`src/rtl/regfile_2r1w.sv`:
```
// rtl/regfile_2r1w.sv - 2-read/1-write register file with registered reads and same-cycle write bypass
module regfile_2r1w #(
   parameter int WIDTH      = 32,
   parameter int DEPTH_LOG2 = 5
) (
   input  logic                  clk,
   input  logic                  areset,
   input  logic                  we,
   input  logic [DEPTH_LOG2-1:0] waddr,
   input  logic [WIDTH-1:0]      wdata,
   input  logic                  rd_en,
   input  logic [DEPTH_LOG2-1:0] raddr_a,
   input  logic [DEPTH_LOG2-1:0] raddr_b,
   output logic [WIDTH-1:0]      rdata_a,
   output logic [WIDTH-1:0]      rdata_b,
   output logic                  bypass_a,
   output logic                  bypass_b
);

   localparam int DEPTH = 1 << DEPTH_LOG2;

   logic [WIDTH-1:0] regs_q [DEPTH];
   logic [WIDTH-1:0] rdata_a_q, rdata_a_d;
   logic [WIDTH-1:0] rdata_b_q, rdata_b_d;
   logic             bypass_a_q, bypass_a_d;
   logic             bypass_b_q, bypass_b_d;
   logic             wr_live;

   // Write strobe is qualified by we first, so an unknown waddr while idle cannot land anywhere.
   assign wr_live = we && (waddr != '0);

   always_ff @(posedge clk) begin
      if (areset) begin
         for (int i = 0; i < DEPTH; i++) begin
            regs_q[i] <= '0;
         end
      end else if (wr_live) begin
         regs_q[waddr] <= wdata;
      end
   end

   always_comb begin
      rdata_a_d  = regs_q[raddr_a];
      bypass_a_d = 1'b0;
      if (raddr_a == '0) begin
         rdata_a_d = '0;
      end else if (we && (waddr == raddr_a)) begin
         rdata_a_d  = wdata;
         bypass_a_d = 1'b1;
      end
   end

   always_comb begin
      rdata_b_d  = regs_q[raddr_b];
      bypass_b_d = 1'b0;
      if (raddr_b == '0) begin
         rdata_b_d = '0;
      end else if (we && (waddr == raddr_b)) begin
         rdata_b_d  = wdata;
         bypass_b_d = 1'b1;
      end
   end

   // rd_en low is an ID-stage stall: both ports hold their last capture.
   always_ff @(posedge clk) begin
      if (areset) begin
         rdata_a_q  <= '0;
         rdata_b_q  <= '0;
         bypass_a_q <= 1'b0;
         bypass_b_q <= 1'b0;
      end else if (rd_en) begin
         rdata_a_q  <= rdata_a_d;
         rdata_b_q  <= rdata_b_d;
         bypass_a_q <= bypass_a_d;
         bypass_b_q <= bypass_b_d;
      end
   end

   assign rdata_a  = rdata_a_q;
   assign rdata_b  = rdata_b_q;
   assign bypass_a = bypass_a_q;
   assign bypass_b = bypass_b_q;

endmodule

```
`config.mk`:
```
export PLATFORM = sky130hd
export DESIGN_NAME = regfile_2r1w
export DESIGN_NICKNAME = d
export VERILOG_FILES = /design/src/rtl/regfile_2r1w.sv
export SDC_FILE = /design/constraint.sdc
export NUM_CORES = 2
export LEC_CHECK = 0
export BUFFER_PORTS_ARGS = -buffer_cell sky130_fd_sc_hd__buf_2
export CAP_MARGIN = 25
export CORE_ASPECT_RATIO = 0.6
export CORE_MARGIN = 5
export CORE_UTILIZATION = 47
export CTS_BUF_LIST = sky130_fd_sc_hd__clkbuf_2
export DETAILED_ROUTE_END_ITERATION = 10
export GPL_ROUTABILITY_DRIVEN = 1
export PLACE_DENSITY = 0.61
export SETUP_SLACK_MARGIN = 0.3
export SYNTH_ARGS = -nofsm -noshare
export SYNTH_HDL_FRONTEND = slang
export SYNTH_SLANG_ARGS = --single-unit
```
`constraint.sdc`:
```
create_clock -name clk -period 2.4 [get_ports clk]
set_input_delay 0.24 -clock clk [delete_from_list [all_inputs] [get_ports clk]]
set_output_delay 0.24 -clock clk [all_outputs]
set_load 0.03 [all_outputs]
```
==> impl_metrics.prom <==
# TYPE chip_impl_metric gauge
chip_impl_metric{name="max_freq",unit="GHz"} 0.4057
chip_impl_metric{name="biggest_cell_delay_along_the_critical_path",unit="ns"} 0.43
chip_impl_metric{name="finalClockSkew",unit="ns"} 0.1346
chip_impl_info{name="most-common-layout-cells",value="1024 x edfxtp_1, 992 x and2_1, 448 x mux4_2"} 1
chip_impl_metric{name="drc_errors",unit=""} 0
chip_impl_metric{name="io_pins",unit=""} 117
chip_impl_metric{name="routed_via_density",unit=""} 6.446
chip_impl_info{name="grt_setup_unrepaired",value="true"} 1
chip_impl_metric{name="report.final.slew_viol_count",unit=""} 0
chip_impl_info{name="cp_slowest_cell",value="dfxtp_4"} 1
chip_impl_metric{name="fill_cells",unit=""} 9581
chip_impl_metric{name="synth_edf_count",unit=""} 1024
chip_impl_metric{name="worstPathRequired",unit="ns"} 2.16
chip_impl_metric{name="timing.max_cap.violations",unit=""} 0
chip_impl_metric{name="grt_max_degree",unit=""} 103
chip_impl_metric{name="postSynthRegisterBits",unit=""} 1090
chip_impl_metric{name="cts.path.max_buffers",unit=""} 4
chip_impl_info{name="worstReg2RegEnd",value="rdata_b[5]"} 1
chip_impl_metric{name="timing.critical_path.buf_inv",unit=""} 1
chip_impl_metric{name="hold_viol_final",unit=""} 0
chip_impl_metric{name="initial_utilization",unit=""} 0.4711
chip_impl_metric{name="dp_hpwl",unit="mm"} 125.9
chip_impl_metric{name="route.final.wire_length",unit="mm"} 208.2
chip_impl_metric{name="synth_area_per_cell",unit="um^2"} 14.84
chip_impl_info{name="cell_by_cell_trace_of_the_critical_path",value="buf_6"} 1
chip_impl_metric{name="initial_antenna_violation_count",unit=""} 15
chip_impl_metric{name="port-buffer-count",unit=""} 116
chip_impl_metric{name="max-slew-margin-rel",unit=""} 0.2818
chip_impl_metric{name="ant_nets",unit=""} 0
chip_impl_metric{name="post_synthesis_cell_count",unit=""} 3841
chip_impl_metric{name="detailroute.via_count",unit=""} 39869
chip_impl_info{name="failed_checks",value="negative setup slack"} 1
chip_impl_metric{name="layout.nets",unit=""} 4429
chip_impl_metric{name="power_per_cell_area",unit="nW/um^2"} 620.2
chip_impl_metric{name="finalSetupViolations",unit=""} 7
chip_impl_metric{name="tritoncts_num_sinks",unit=""} 1090
chip_impl_metric{name="final_layout_size_suffix_gt1_frac",unit=""} 0.3696
chip_impl_metric{name="asyncSetResetFlopFracSynth",unit=""} 0
chip_impl_metric{name="layout.core_utilization",unit=""} 0.5590
chip_impl_metric{name="die_w",unit="um"} 459.6
chip_impl_metric{name="cts_inserted_buffers",unit=""} 278
chip_impl_metric{name="synth-seq-area-share",unit=""} 0.5625
chip_impl_metric{name="total_leakage_power",unit="nW"} 24.27
chip_impl_info{name="worst_setup_path_start_kind",value="flop"} 1
chip_impl_metric{name="final_period_minus_worst_setup_slack",unit="ns"} 2.465
chip_impl_metric{name="h-tree-depth",unit=""} 5
chip_impl_info{name="critical_path_class",value="reg2out"} 1
chip_impl_info{name="status",value="finished, violations left"} 1
chip_impl_metric{name="global_route_wire_length_before_repair",unit="mm"} 292.2
chip_impl_metric{name="fin_cells",unit=""} 6185
chip_impl_metric{name="synth_area",unit="um^2"} 57010
chip_impl_metric{name="layout-area-overhead-vs-synth",unit="%"} 18.66
chip_impl_metric{name="min_delay_path_depth",unit=""} 7
chip_impl_metric{name="place_ws",unit="ns"} -0.2181
chip_impl_info{name="hold_path.startpoint",value="raddr_b[3]"} 1
chip_impl_metric{name="reg2reg_slack",unit="ns"} 0.31
chip_impl_metric{name="rows",unit=""} 99
chip_impl_metric{name="layout.cell_area.non_filler",unit="um^2"} 67650
chip_impl_metric{name="grt_usage",unit=""} 0.3187
chip_impl_info{name="layout.cells.most_common",value="edfxtp_1"} 1
chip_impl_info{name="hold_path_class",value="in2reg"} 1
chip_impl_metric{name="worst_r2r_path_depth",unit=""} 6
chip_impl_metric{name="fin_crit_sh",unit=""} 1.027
chip_impl_metric{name="die_height",unit="um"} 279.8
chip_impl_metric{name="core_area",unit="um^2"} 121000
chip_impl_info{name="timing.rr.start",value="regs_q[14][5]"} 1
chip_impl_metric{name="tightest_slew",unit="ns"} 1.077
chip_impl_metric{name="insertion_delay",unit="ns"} 1.62
chip_impl_metric{name="globalplace.congestion",unit=""} 0.9025
chip_impl_metric{name="layout.area.seq",unit="um^2"} 32230
chip_impl_metric{name="distinct_cells_synth",unit=""} 44
chip_impl_info{name="clock_tree_from_tritoncts",value="built"} 1
chip_impl_info{name="cp_top_family",value="flip-flops"} 1
chip_impl_metric{name="routedWlPerCell",unit="um"} 33.66
chip_impl_metric{name="via_count_of_the_first_global_routing_pass",unit=""} 39584
chip_impl_info{name="end_kind",value="output port"} 1
chip_impl_metric{name="drt-initial-drc-count",unit=""} 5945
chip_impl_info{name="cts_root_buf",value="clkbuf_2"} 1
chip_impl_metric{name="totalPowerFinal",unit="mW"} 41.96
chip_impl_metric{name="worst_ir_drop_vdd",unit="mV"} 0.4252
chip_impl_metric{name="timing.critical_path.arrival",unit="ns"} 2.22
chip_impl_metric{name="die-area",unit="um^2"} 128600
chip_impl_metric{name="placed_cells",unit=""} 5536
chip_impl_metric{name="worst_setup_hold_path_clk_slew",unit="ns"} 0.12
chip_impl_metric{name="ys_warn_count",unit=""} 0
chip_impl_metric{name="multi_input_comb_area",unit="um^2"} 23470
chip_impl_metric{name="timing.critical_path.fanout_max",unit=""} 2
chip_impl_metric{name="placement.cell_area",unit="um^2"} 62510
chip_impl_metric{name="detailedRoute.firstPassIterationCount",unit=""} 7
chip_impl_metric{name="worst_slack",unit="ns"} -0.06482
chip_impl_metric{name="globalRouteOverflowTotal",unit=""} 0
chip_impl_info{name="hold_path_end",value="rdata_b[13]"} 1
chip_impl_info{name="postSynth.topFlopCell",value="edfxtp_1"} 1
[power breakdown]
| part | internal [mW] | switching (mW) | leakage, nW |
|---|---|---|---|
| Combinational | 3.12 | 3.49 | 12.1 |
| Sequential | 21.8 | 0.727 | 10.3 |
| Clock | 4.78 | 8.00 | 1.83 |
[logic make-up after synthesis]
kind of cell              count (synthesis)  synth area share
xor gates and xnor gates                 10          0.001536
DFF                                    1090            0.5625
other                                     1        0.00006577
and+or+nand+nor                        1159            0.1234
AOI/OAI and AO/OA                       450           0.05232
buffers and inverters                   423           0.03377
muxes                                   708            0.2264
[cell usage after synthesis, types with 6 or more instances]
library cell,number,share of area
and2_1,993,0.11
nand3_1,26,0.0023
o21ai_1,7,0.00061
a221oi_1,32,0.0049
nor2_1,75,0.0049
dfxtp_1,66,0.023
a21oi_1,66,0.0058
o221ai_1,32,0.0049
o22ai_1,126,0.014
buf_2,63,0.0055
a22oi_1,126,0.017
buf_6,22,0.0043
mux2_2,159,0.031
buf_1,13,0.00086
edfxtp_1,1024,0.54
mux2i_1,100,0.018
or2_2,31,0.0034
xnor2_1,6,0.00092
nand2_1,11,0.00072
o21ai_0,57,0.0050
buf_4,19,0.0025
mux4_2,448,0.18
clkbuf_1,302,0.020
[registers in the layout, summed over array words and instances, names as in the netlist]
| signal | count |
|---|---|
| bypass_a | 1 |
| bypass_b | 1 |
| rdata_a | 32 |
| rdata_b | 32 |
| regs_q | 1024 |
[cell type report]
cell class              instances  area share
multi-input cells            2359      0.3469
clock inverters                54    0.004235
repair buffers                647      0.1119
diodes                         10   0.0003699
inverters                       2   0.0001295
well taps                    1616     0.02989
clock buffers                 407     0.03011
flip-flops and latches       1090      0.4764
[how the worst max path moves through the flow]
| stage | startpoint | endpoint | depth (start not counted) |
|---|---|---|---|
| 2_1_floorplan | waddr[2] | regs_q[12][0] | 6 |
| 3_3_place_gp | raddr_a[0] | rdata_a[16] | 7 |
| 3_5_place_dp | raddr_a[0] | rdata_a[0] | 8 |
| 4_1_cts | rdata_a[0] | rdata_a[0] | 1 |
| 5_1_grt | rdata_a[28] | rdata_a[28] | 1 |
| 6_report | rdata_a[21] | rdata_a[21] | 1 |
[metrics by stage]
stage	hold slack, ns	TNS, ns
2_1_floorplan	0.4382	0
3_3_place_gp	0.4634	-1.087
3_5_place_dp	0.4786	-1.214
4_1_cts	0.004157	-10.83
5_1_grt	0.05332	-3.168
6_report	0.09838	-0.2673
[worst register-to-register path: stages (launching register included)]
cell	delay [ns]
edfxtp_1	0.44
mux4_2	0.48
o22ai_1	0.26
o22ai_1	0.21
o21ai_1	0.32
buf_4	0.17
o22ai_1	0.07
[what timing repair did]
action,in CTS,in global routing
endpoints found under the setup margin,68,699
resized for setup,232,32
hold buffers,157,2
pin swaps,0,1
setup buffers,2,6
endpoints found under the hold margin,2082,12
cloned,0,4
[routing by layer]
metal	vias to the layer above	track usage	share of wire
met3	415	0.08995	0.13
met2	3178	0.4480	0.42
met5	-	0	0.000082
li1	16016	-	-
met1	20258	0.4723	0.41
met4	2	0.1212	0.037
Power figures use the tool's default switching activity.
